[src/rtl/oc8051_led_ctrl_if.sv]
// Register-port bundle between the 8051 SFR/port decode and the LED controller.
// The master side issues single-cycle writes and reads; the slave returns registered read data.
interface oc8051_led_ctrl_if;
  logic       i_wr_en;
  logic [2:0] i_addr;
  logic [7:0] i_wr_data;
  logic       i_rd_en;
  logic [7:0] o_rd_data;

  modport master (
    output i_wr_en,
    output i_addr,
    output i_wr_data,
    output i_rd_en,
    input  o_rd_data
  );

  modport slave (
    input  i_wr_en,
    input  i_addr,
    input  i_wr_data,
    input  i_rd_en,
    output o_rd_data
  );
endinterface

[src/rtl/oc8051_led_ctrl.sv]
// Memory-mapped LED sequencer: per-LED PWM brightness with direct, blink and chase modes.
// A prescaled PWM counter runs free; a step divisor derived from PWM periods drives the modes.
module oc8051_led_ctrl #(
  parameter int PRESCALE = 4,
  parameter int NUM_LED  = 5
) (
  input  logic              i_clk,
  input  logic              i_nrst,
  oc8051_led_ctrl_if.slave  bus,
  output logic              o_led4,
  output logic              o_led3,
  output logic              o_led2,
  output logic              o_led1,
  output logic              o_led0
);

  localparam int              PW        = $clog2(PRESCALE);
  localparam logic [PW-1:0]   PRESC_MAX = PW'(PRESCALE - 1);
  localparam logic [2:0]      IDX_MAX   = 3'(NUM_LED - 1);

  localparam logic [2:0] A_CTRL   = 3'd0;
  localparam logic [2:0] A_STEP   = 3'd6;
  localparam logic [2:0] A_STATUS = 3'd7;

  // Encoding is architecturally visible through STATUS[5:4].
  typedef enum logic [1:0] {
    ST_OFF    = 2'd0,
    ST_DIRECT = 2'd1,
    ST_BLINK  = 2'd2,
    ST_CHASE  = 2'd3
  } state_e;

  state_e             state_q, state_d;
  logic [PW-1:0]      presc_q, presc_d;
  logic [7:0]         pwm_cnt_q, pwm_cnt_d;
  logic [7:0]         step_cnt_q, step_cnt_d;
  logic               phase_q, phase_d;
  logic [2:0]         idx_q, idx_d;
  logic [NUM_LED-1:0] led_q, led_d;
  logic [7:0]         rd_data_q;
  logic [2:0]         ctrl_q;
  logic [7:0]         step_q;
  logic [7:0]         duty_q [NUM_LED];

  logic               tick;
  logic               pwm_wrap;
  logic               step_pulse;
  logic               wr_ctrl;
  logic               wr_step;
  logic [NUM_LED-1:0] wr_duty;
  logic [NUM_LED-1:0] pwm_on;
  logic [NUM_LED-1:0] chase_sel;
  logic [7:0]         rd_mux;
  state_e             ctrl_state;

  assign tick       = (presc_q == PRESC_MAX);
  assign pwm_wrap   = tick && (pwm_cnt_q == 8'hFF);
  assign step_pulse = pwm_wrap && (step_cnt_q == step_q);
  assign wr_ctrl    = bus.i_wr_en && (bus.i_addr == A_CTRL);
  assign wr_step    = bus.i_wr_en && (bus.i_addr == A_STEP);

  generate
    for (genvar gi = 0; gi < NUM_LED; gi++) begin : gen_led
      assign wr_duty[gi]   = bus.i_wr_en && (bus.i_addr == 3'(gi + 1));
      assign pwm_on[gi]    = (pwm_cnt_q < duty_q[gi]);
      assign chase_sel[gi] = (idx_q == 3'(gi));
    end
  endgenerate

  // Free-running timebase; only reset ever clears it.
  always_comb begin
    presc_d   = tick ? '0 : presc_q + PW'(1);
    pwm_cnt_d = tick ? pwm_cnt_q + 8'd1 : pwm_cnt_q;
  end

  // Mode selected by the write data of a CTRL access.
  always_comb begin
    ctrl_state = ST_OFF;
    if (bus.i_wr_data[0]) begin
      case (bus.i_wr_data[2:1])
        2'd0:    ctrl_state = ST_DIRECT;
        2'd1:    ctrl_state = ST_BLINK;
        2'd2:    ctrl_state = ST_CHASE;
        default: ctrl_state = ST_OFF;
      endcase
    end
  end

  // Next-state and LED function; a CTRL write overrides any step in the same cycle.
  always_comb begin
    state_d    = state_q;
    step_cnt_d = step_cnt_q;
    phase_d    = phase_q;
    idx_d      = idx_q;
    led_d      = '0;

    if (pwm_wrap) begin
      step_cnt_d = step_pulse ? 8'd0 : step_cnt_q + 8'd1;
    end

    case (state_q)
      ST_DIRECT: begin
        led_d = pwm_on;
      end
      ST_BLINK: begin
        led_d = phase_q ? pwm_on : '0;
        if (step_pulse) begin
          phase_d = ~phase_q;
        end
      end
      ST_CHASE: begin
        led_d = pwm_on & chase_sel;
        if (step_pulse) begin
          idx_d = (idx_q == IDX_MAX) ? 3'd0 : idx_q + 3'd1;
        end
      end
      default: begin
        led_d = '0;
      end
    endcase

    if (wr_ctrl) begin
      state_d    = ctrl_state;
      step_cnt_d = 8'd0;
      phase_d    = 1'b0;
      idx_d      = 3'd0;
    end
  end

  always_ff @(posedge i_clk or negedge i_nrst) begin
    if (!i_nrst) begin
      state_q    <= ST_OFF;
      presc_q    <= '0;
      pwm_cnt_q  <= 8'd0;
      step_cnt_q <= 8'd0;
      phase_q    <= 1'b0;
      idx_q      <= 3'd0;
      led_q      <= '0;
    end else begin
      state_q    <= state_d;
      presc_q    <= presc_d;
      pwm_cnt_q  <= pwm_cnt_d;
      step_cnt_q <= step_cnt_d;
      phase_q    <= phase_d;
      idx_q      <= idx_d;
      led_q      <= led_d;
    end
  end

  always_ff @(posedge i_clk or negedge i_nrst) begin
    if (!i_nrst) begin
      ctrl_q <= 3'd0;
      step_q <= 8'd0;
      for (int n = 0; n < NUM_LED; n++) begin
        duty_q[n] <= 8'd0;
      end
    end else begin
      if (wr_ctrl) begin
        ctrl_q <= bus.i_wr_data[2:0];
      end
      if (wr_step) begin
        step_q <= bus.i_wr_data;
      end
      for (int n = 0; n < NUM_LED; n++) begin
        if (wr_duty[n]) begin
          duty_q[n] <= bus.i_wr_data;
        end
      end
    end
  end

  // Read mux sees pre-edge register values, so a same-cycle write returns old data.
  always_comb begin
    rd_mux = 8'd0;
    for (int n = 0; n < NUM_LED; n++) begin
      if (bus.i_addr == 3'(n + 1)) begin
        rd_mux = duty_q[n];
      end
    end
    case (bus.i_addr)
      A_CTRL:   rd_mux = {5'd0, ctrl_q};
      A_STEP:   rd_mux = step_q;
      A_STATUS: rd_mux = {2'b00, state_q, idx_q, phase_q};
      default:  ;
    endcase
  end

  always_ff @(posedge i_clk or negedge i_nrst) begin
    if (!i_nrst) begin
      rd_data_q <= 8'd0;
    end else if (bus.i_rd_en) begin
      rd_data_q <= rd_mux;
    end
  end

  assign bus.o_rd_data = rd_data_q;
  assign o_led0        = led_q[0];
  assign o_led1        = led_q[1];
  assign o_led2        = led_q[2];
  assign o_led3        = led_q[3];
  assign o_led4        = led_q[4];

endmodule

[src/flat_wrapper.sv]
// flat-port wrapper written by rule: the top's interface ports become plain ports
module oc8051_led_ctrl_flat 
#(
  parameter int PRESCALE = 4,
  parameter int NUM_LED  = 5
)
  (i_clk, i_nrst, o_led4, o_led3, o_led2, o_led1, o_led0, bus_i_wr_en, bus_i_addr, bus_i_wr_data, bus_i_rd_en, bus_o_rd_data);
  oc8051_led_ctrl_if bus_i ();
  input  logic i_clk;
  input  logic i_nrst;
  output logic o_led4;
  output logic o_led3;
  output logic o_led2;
  output logic o_led1;
  output logic o_led0;
  input wire logic [$bits(bus_i.i_wr_en)-1:0] bus_i_wr_en;
  input wire logic [$bits(bus_i.i_addr)-1:0] bus_i_addr;
  input wire logic [$bits(bus_i.i_wr_data)-1:0] bus_i_wr_data;
  input wire logic [$bits(bus_i.i_rd_en)-1:0] bus_i_rd_en;
  output wire logic [$bits(bus_i.o_rd_data)-1:0] bus_o_rd_data;
  assign bus_i.i_wr_en = bus_i_wr_en;
  assign bus_i.i_addr = bus_i_addr;
  assign bus_i.i_wr_data = bus_i_wr_data;
  assign bus_i.i_rd_en = bus_i_rd_en;
  assign bus_o_rd_data = bus_i.o_rd_data;
  oc8051_led_ctrl #(.PRESCALE(PRESCALE), .NUM_LED(NUM_LED)) u_core (.i_clk(i_clk), .i_nrst(i_nrst), .bus(bus_i), .o_led4(o_led4), .o_led3(o_led3), .o_led2(o_led2), .o_led1(o_led1), .o_led0(o_led0));
endmodule
[config.mk]
export PLATFORM = sky130hd
export DESIGN_NAME = oc8051_led_ctrl_flat
export DESIGN_NICKNAME = d
export VERILOG_FILES = /design/src/rtl/oc8051_led_ctrl_if.sv /design/src/rtl/oc8051_led_ctrl.sv /design/src/flat_wrapper.sv
export SDC_FILE = /design/constraint.sdc
export NUM_CORES = 1
export LEC_CHECK = 0
export CORE_ASPECT_RATIO = 1.1
export CORE_UTILIZATION = 25
export CTS_CLUSTER_SIZE = 24
export DETAILED_ROUTE_END_ITERATION = 16
export PLACE_DENSITY = 0.4
export SLEW_MARGIN = 40
export SYNTH_ARGS = -nofsm -noshare
export SYNTH_HDL_FRONTEND = slang
export SYNTH_SLANG_ARGS = --single-unit
[constraint.sdc]
create_clock -name i_clk -period 1.9 [get_ports i_clk]
set_input_delay 0.38 -clock i_clk [delete_from_list [all_inputs] [get_ports i_clk]]
set_output_delay 0.38 -clock i_clk [all_outputs]
set_load 0.02 [all_outputs]
Word level (Yosys, flattened, before mapping) --
Cells that the tools add are included.
Storage, ports and cells: bits in registers 88, bits of input ports 15, output and inout bits 13, logic and storage cells 84
Cells by class: add/sub/neg operators 4, $lt $le $gt $ge 5, eq/ne operators 19, multiplexer cells 21, bitwise logic cells 2, reduce and logical (&&, ||, !) cells 18
Operator list (count):
- 8-bit 2-to-1 mux | 8
- 8-bit < comparator | 5
- 8-bit one-hot mux with 3 select lines | 1
- 8-bit by 1-bit adder with 8-bit output (second input constant) | 2
- 3-bit == test (second input constant) | 5
- 5-bit one-hot mux with 3 select lines | 1
- 3-bit by 2-bit == test with 1-bit output (second input constant) | 4
- 3-bit 2-to-1 mux | 4
- 1-bit logical AND | 9
- 2-bit == test (second input constant) | 4
- 8-bit == test | 1
- 8-bit == test (second input constant) | 1
- 2-bit nonzero test | 4
- 3-bit by 1-bit == test with 1-bit output (second input constant) | 2
- 3-bit zero test | 2
- 2-bit one-hot mux with 3 select lines | 1
- 5-bit AND | 1
- 5-bit 2-to-1 mux | 1
- 2-bit by 1-bit == test with 1-bit output (second input constant) | 2
- 2-bit 2-to-1 mux | 2
- 2-bit AND reduction | 2
- 3-bit by 1-bit adder with 3-bit output (second input constant) | 1
- 1-bit 2-to-1 mux | 3
- 2-bit by 1-bit adder with 2-bit output (second input constant) | 1
- other kinds (2) | 2

Longest topological paths before layout --
Gate-level depths: netlist (run 1).
depth after elaboration 7, depth in mapped cells 8, depth with buffers taken out 7

Least setup slack after synthesis (run 1) --
Ideal clock, no wire load.
path type reg-to-reg, start register u_core.pwm_cnt_q[1], end register u_core.step_cnt_q[6], setup time 0.133 ns, data arrival time 1.510 ns, data required time 1.767 ns, setup slack 0.257 ns, cell stages (with the launch flop) 8, path buffers 1, clock period less this slack 1.643 ns, path through dfrtp_1 -> ha_1 -> and3_1 -> and3_1 -> buf_4 -> nand4_1 -> xor2_1 -> nor2_1
On the way: cells in the longest elaborated chain, start to end 6, elaborated cells between the ends (all ways) 7, those cells by class eq/ne: 1; mux: 3; reduce/logical: 3
RTL lines:
- start, declared | RTL line oc8051_led_ctrl.sv:35 | logic [7:0] pwm_cnt_q, pwm_cnt_d;
- start signal, assigned | RTL line oc8051_led_ctrl.sv:142 | pwm_cnt_q <= pwm_cnt_d;
- 8-bit == test (*) | RTL line oc8051_led_ctrl.sv:57 | assign pwm_wrap = tick && (pwm_cnt_q == 8'hFF);
- 1-bit logical AND (*) | RTL line oc8051_led_ctrl.sv:57
- 1-bit logical AND | RTL line oc8051_led_ctrl.sv:58 | assign step_pulse = pwm_wrap && (step_cnt_q == step_q);
- 8-bit 2-to-1 mux | RTL line oc8051_led_ctrl.sv:98 | step_cnt_d = step_pulse ? 8'd0 : step_cnt_q + 8'd1;
- 8-bit 2-to-1 mux | RTL line oc8051_led_ctrl.sv:97 | if (pwm_wrap) begin
- 8-bit 2-to-1 mux | RTL line oc8051_led_ctrl.sv:122 | if (wr_ctrl) begin
- end signal, assigned | RTL line oc8051_led_ctrl.sv:143 | step_cnt_q <= step_cnt_d;
- end, declared | RTL line oc8051_led_ctrl.sv:36 | logic [7:0] step_cnt_q, step_cnt_d;
Every way passes the cells marked *; elsewhere a longest branch is shown, timed or not. The select of a mux whose other input is x is not followed. A chain may end at the register's enable or synchronous reset.

Worst setup path after layout (run 1) --
start register u_core.pwm_cnt_q[1], end register u_core.led_q[1]
On the way: cells in the longest elaborated chain, start to end 3, elaborated cells between the ends (all ways) 4, those cells by class order compare: 1; mux: 2; bitwise: 1
RTL lines:
- 8-bit < comparator (*) | RTL line oc8051_led_ctrl.sv:65 | assign pwm_on[gi] = (pwm_cnt_q < duty_q[gi]);
- 5-bit AND / 5-bit 2-to-1 mux (equally long branches) | RTL line oc8051_led_ctrl.sv:112, oc8051_led_ctrl.sv:106
- 5-bit one-hot mux with 3 select lines (*) | RTL line oc8051_led_ctrl.sv:101 | case (state_q)
- net u_core.led_d[1] | RTL line oc8051_led_ctrl.sv:39 | logic [NUM_LED-1:0] led_q, led_d;
- end signal, assigned | RTL line oc8051_led_ctrl.sv:146 | led_q <= led_d;
- end, declared | RTL line oc8051_led_ctrl.sv:39
The timed path passes the listed nets; every way through them passes the cells marked *.

==> results of run 1 <==
==> cell type report <==
cell class	instances	area (µm²)	share of cell area
clock buffers	10	239	0.0381
clock inverters	6	66.3	0.0106
inverters	45	169	0.0270
multi-input cells	355	2560	0.408
flip-flops and latches	88	2200	0.351
well taps	247	309	0.0493
repair buffers	79	723	0.115
==> cell usage after synthesis, drive strengths merged (5+ instances only) <==
| master | n | share of area |
|---|---|---|
| a21oi | 36 | 0.036 |
| nand2b | 7 | 0.0087 |
| nand3 | 10 | 0.012 |
| inv | 45 | 0.034 |
| dfrtp | 88 | 0.44 |
| nor2 | 20 | 0.015 |
| xnor2 | 9 | 0.016 |
| o21ai | 54 | 0.054 |
| nor3 | 6 | 0.0082 |
| o221ai | 5 | 0.0087 |
| xor2 | 12 | 0.021 |
| nand2 | 61 | 0.046 |
| ha | 45 | 0.11 |
| mux2 | 25 | 0.056 |
| buf | 13 | 0.014 |
| nand4 | 5 | 0.0062 |
| a21o | 5 | 0.0075 |
| clkbuf | 7 | 0.0052 |
| mux2i | 15 | 0.030 |
==> stage by stage <==
| step | hold WS, ns | power, mW |
|---|---|---|
| after global routing | 0.465 | 5.78 |
| after global placement | 0.260 | 3.62 |
| after CTS | 0.431 | 5.53 |
| after floorplan | 0.0844 | 3.06 |
| final | 0.427 | 5.45 |
| after detailed placement | 0.261 | 3.65 |
==> cells by family (layout without fill, tap and decap cells) <==
kind of cell / count (synthesis) / in the layout / synth area share
adders and majority gates: 45 / 45 / 0.112
and+or+nand+nor: 126 / 126 / 0.124
buffers and inverters: 65 / 140 / 0.0534
DFF: 88 / 88 / 0.440
AOI/OAI and AO/OA: 121 / 121 / 0.138
muxes: 42 / 42 / 0.0952
xor gates and xnor gates: 21 / 21 / 0.0367
==> sequential cells by signal, summed over array words and instances, names as in the netlist <==
register / count
u_core.step_q: 8
u_core.state_q: 2
u_core.led_q: 5
u_core.duty_q: 40
u_core.bus.o_rd_data: 8
u_core.step_cnt_q: 8
u_core.idx_q: 3
u_core.pwm_cnt_q: 8
u_core.presc_q: 2
u_core.ctrl_q: 3
u_core.phase_q: 1
==> routing by layer <==
layer,wire length [µm],GRT usage,part of all wire,up-vias
met2,6960,0.254,0.48,51
met1,6670,0.196,0.46,1878
li1,-,-,-,1904
met3,298,0.0205,0.021,22
met5,0,0,0,-
met4,453,0.0742,0.032,0
==> what timing repair did <==
item / in CTS / in global routing
hold buffers: 1 / 0
pin swaps: 1 / 0
gates resized for setup: 1 / 3
hold endpoints to repair: 12 / 0
endpoints found under the setup margin: 1 / 7
==> worst paths after layout <==
path | from | endpoint | cells past startpoint
max in group asynchronous | i_nrst | u_core.duty_q[15] | 3
min in group asynchronous | i_nrst | u_core.step_cnt_q[4] | 2
hold / removal | u_core.presc_q[0] | u_core.presc_q[0] | 1
hold reg to reg | u_core.presc_q[0] | u_core.presc_q[0] | 1
setup reg to reg | u_core.pwm_cnt_q[1] | u_core.led_q[1] | 6
setup / recovery | u_core.pwm_cnt_q[1] | u_core.led_q[1] | 6
==> critical path: stages (launching register included) <==
cell and delay (ns):
dfrtp_1 0.42, buf_12 0.15, ha_1 0.26, a21o_1 0.10, a21oi_1 0.07, o21ai_0 0.46
a41oi_1 0.19
==> report_power, final <==
part           total [mW]  internal [mW]  leakage [nW]  switching, mW
combinational        1.22          0.572          1.67          0.646
sequential           2.39           2.15          1.10          0.237
clock                1.85           1.06         0.153          0.786
==> flow_summary_export.csv, run 1 <==
group,metric,value,unit
placed_design,pre_cts_ws,-0.132,ns
clock_network,clockRootBuffer,"clkbuf_16",
placed_design,portBuffers,27,
grt,grt_pass1_vias,3985,
logic_synthesis,synthArstFlopShare,1.00,
sta,rsz0062_at_grt,"false",
sta,setup_viol,0,
floorplan,die_area,20600,µm²
sta,hold_viol_final,0,
min_path,hold_class,"reg -> reg",
grt,grt_overflow,0,
floorplan,die_x,137,µm
logic_synthesis,ys_seq_area_frac,0.440,
logic_synthesis,synth-edff-count,0,
cells_and_area,finalNetCount,638,
logic_synthesis,synth_flop_cell,"dfrtp_1",
clock_network,numCtsBuffers,9,
route,vias,3855,
logic_synthesis,avgSynthCellArea,9.86,µm²
worst_setup_path,critPathMaxFanout,7,
grt,grt_max_degree,46,
route,routed_wl,14.4,mm
logic_synthesis,yosysUniqueCellTypes,43,
route,via_per_inst,4.64,
clock_network,cts_buffer_depth,2,
pwr,cellLeakagePower,2.92,nW
floorplan,core,19400,µm²
sta,report.final.slew_viol_count,0,
cells_and_area,final_common_cell,"dfrtp_1",
placed_design,routabilityCongestion,0.795,
route,drc,0,
clock_network,cts_tree,"built",
sta,tightest_slew,0.532,ns
sta,maxSlewHeadroom,0.642,
cells_and_area,final_cell_mix,"88 x dfrtp_1, 60 x nand2_1, 53 x o21ai_0",
sta,min_period,1.81,ns
placed_design,place_area,5930,µm²
sta,setup_ws,0.0909,ns
floorplan,start_util,0.259,
worst_setup_path,crit_type,"reg -> reg",
route,ant_nets,0,
route,avgRoutedWirePerCell,17.3,µm
worst_setup_path,rrSetupSlack,0.09,ns
sta,fmax,553,MHz
logic_synthesis,ys_ff_latch,88,
clock_network,clock_latency,0.35,ns
cells_and_area,finish.instance_area,6270,µm²
status,status,"completed",
cells_and_area,fill_cells,1992,
clock_network,clkSlewWorstSetupHoldPaths,0.07,ns
route,first_pass_iters,4,
cells_and_area,fin_util,0.324,
worst_setup_path,critPathArrivalTime,2.01,ns
grt,antenna_found_initial,0,
worst_setup_path,crit_path_end_kind,"register",
clock_network,cts_sinks,88,
floorplan,std_cell_rows,53,
cells_and_area,final_layout_size_suffix_gt1_frac,0.184,
clock_network,htree_num_levels,3,
cells_and_area,syn_to_final_growth,25.1,%
cells_and_area,num_antenna_cells,0,
placed_design,place_hpwl,11.4,mm
logic_synthesis,synth_nets,568,
grt,grt_pass1_wl,23.0,mm
clock_network,post_cts_buffers,0,
grt,grt_use_total,0.153,
sta,fin_crit_sh,0.952,
worst_setup_path,worstPathRequired,2.10,ns
logic_synthesis,syn-cell-area,5010,µm²
cells_and_area,final_cells,830,
route,first_iter_violations,167,
sta,finalClockSkew,0.0109,ns
worst_setup_path,worst_setup_path_start_kind,"register",
sta,finalSetupTns,0,ns
logic_synthesis,netlist_instances,508,
floorplan,io_pins,28,
pwr,ir_drop,0.451,mV
pwr,power.density,870,nW/µm²
logic_synthesis,yosys_warnings,0,
placed_design,placed_cells,813,
floorplan,die_h,150,µm
run,drv_cap,0,
Power figures use the tool's default switching activity.
==> run 2, diff against run 1 <==
CORE_ASPECT_RATIO = 0.9   (was 1.1)
==> run 2 against run 1 <==
Sequential power is essentially flat; non-clock buffer count shrank 7; routed wire length shrank 0.38%; clock skew shrank 0.0024 ns; total power grew 2.4%; register-to-register slack gained 0.03 ns; first-iteration DRC count grew 18%; design area is essentially flat; worst hold slack lost 0.0039 ns; global-route usage shrank 0.092 points; worst setup slack gained 0.023 ns.
==> flow_summary_export.csv, run 2 (synthesized netlist as in run 1, its figures left out) <==
group,metric,value,unit
placed_design,portBuffers,27,
clock_network,clkSlewWorstSetupHoldPaths,0.07,ns
sta,setup_viol,0,
worst_setup_path,worstPathRequired,2.14,ns
route,routed_wl,14.3,mm
grt,grt_max_degree,34,
sta,min_period,1.79,ns
sta,tightest_slew,0.497,ns
cells_and_area,num_antenna_cells,0,
sta,hold_viol_final,0,
worst_setup_path,critPathMaxFanout,6,
cells_and_area,syn_to_final_growth,25.1,%
cells_and_area,seq_area,2200,µm²
placed_design,pre_cts_ws,-0.362,ns
pwr,ir_drop,0.400,mV
worst_setup_path,crit_type,"in -> reg",
grt,grt_use_total,0.152,
clock_network,numCtsBuffers,9,
worst_setup_path,worst_setup_path_start_kind,"primary input",
cells_and_area,final_common_cell,"dfrtp_1",
cells_and_area,finish.instance_area,6270,µm²
grt,grt_pass1_vias,3812,
floorplan,die_area,20600,µm²
sta,maxSlewHeadroom,0.665,
floorplan,die_h,136,µm
route,vias,3834,
grt,antenna_found_initial,0,
route,via_per_inst,4.64,
cells_and_area,fin_util,0.323,
pwr,cellLeakagePower,2.89,nW
cells_and_area,multi_input_area,2570,µm²
cells_and_area,final_layout_size_suffix_gt1_frac,0.182,
sta,fin_crit_sh,0.940,
clock_network,cts_sinks,88,
clock_network,htree_num_levels,3,
placed_design,routabilityCongestion,0.764,
pwr,power,5.58,mW
route,avgRoutedWirePerCell,17.3,µm
floorplan,start_util,0.258,
placed_design,place_area,5900,µm²
sta,fin_hold_ws,0.424,ns
clock_network,clockRootBuffer,"clkbuf_16",
floorplan,std_cell_rows,48,
sta,finalClockSkew,0.00857,ns
worst_setup_path,crit_path_end_kind,"register",
placed_design,place_hpwl,11.1,mm
sta,report.final.slew_viol_count,0,
sta,rsz0062_at_grt,"false",
cells_and_area,final_cells,826,
sta,finalSetupTns,0,ns
floorplan,die_x,151,µm
route,ant_nets,0,
grt,grt_overflow,0,
clock_network,post_cts_buffers,0,
floorplan,core,19400,µm²
cells_and_area,final_cell_mix,"86 x dfrtp_1, 60 x nand2_1, 51 x o21ai_0",
cells_and_area,largest_reg_flops,40,
route,drc,0,
sta,setup_ws,0.114,ns
run,drv_cap,0,
placed_design,placed_cells,809,
cells_and_area,finalNetCount,631,
cells_and_area,largest_register,"u_core.duty_q",
pwr,power.density,891,nW/µm²
route,first_pass_iters,4,
worst_setup_path,critPathArrivalTime,2.03,ns
floorplan,io_pins,28,
clock_network,cts_tree,"built",
grt,grt_pass1_wl,22.9,mm
clock_network,clock_latency,0.35,ns
cells_and_area,fill_cells,1985,
route,first_iter_violations,197,
min_path,hold_class,"reg -> reg",
sta,fmax,560,MHz
status,status,"completed",
clock_network,cts_buffer_depth,2,
## run 2: changes by cell type in the layout (fill, tap and decap cells not counted), sizes merged
cell,delta
clkbuf,+1
clkinv,-2
bufinv,+1
clkinvlp,+2
buf,-7
inv,-2
## run 2: path summary, 6_finish.rpt
check	start	endpoint	slack [ns]	depth (start not counted)
max reg2reg	u_core.pwm_cnt_q[1]	u_core.led_q[2]	0.12	5
max in group asynchronous	i_nrst	u_core.pwm_cnt_q[6]	0.81	3
min reg2reg	u_core.presc_q[0]	u_core.presc_q[0]	0.42	1
min	u_core.presc_q[0]	u_core.presc_q[0]	0.42	1
max	bus_i_addr[1]	u_core.bus.o_rd_data[5]	0.11	8
min in group asynchronous	i_nrst	u_core.step_cnt_q[2]	0.54	2
## run 2: cell type report
class	count	share of cell area
Multi-Input combinational cell	355	0.411
Sequential cell	88	0.352
Clock buffer	11	0.0387
Inverter	45	0.0270
Timing Repair Buffer	72	0.109
Clock inverter	5	0.0128
Tap cell	250	0.0499
## run 2: per-layer routing
| layer | routed length [µm] | global-route usage | vias to the layer above |
|---|---|---|---|
| li1 | - | - | 1881 |
| met1 | 7340 | 0.225 | 1882 |
| met2 | 6240 | 0.224 | 63 |
| met3 | 603 | 0.0356 | 8 |
| met4 | 136 | 0.0311 | 0 |
| met5 | 0 | 0 | - |
## run 2: what timing repair did
item                                    4_1_cts  5_1_grt
hold buffers                                  1        0
resized for setup                             3        9
gates cloned                                  0        0
endpoints found under the setup margin        3        9
endpoints found under the hold margin         3        0
pin swaps                                     1        3
## run 2: worst max-delay path, cell delays in order
cell             delay (ns)
clkdlybuf4s50_1        0.52
buf_4                  0.21
nor2_1                 0.11
buf_4                  0.15
a21oi_1                0.05
o221ai_1               0.26
o211ai_1               0.20
o21a_1                 0.14
## run 2: where the power goes
| part | switching [mW] | internal, mW |
|---|---|---|
| registers | 0.227 | 2.15 |
| clock network | 0.796 | 1.19 |
| logic | 0.652 | 0.570 |
| total | 1.67 | 3.91 |
==> run 3, diff against run 2 <==
CTS_CLUSTER_SIZE = unset   (was 24)
==> results of run 3 <==
Final layout, timing and power as in run 2 (identical DEF).
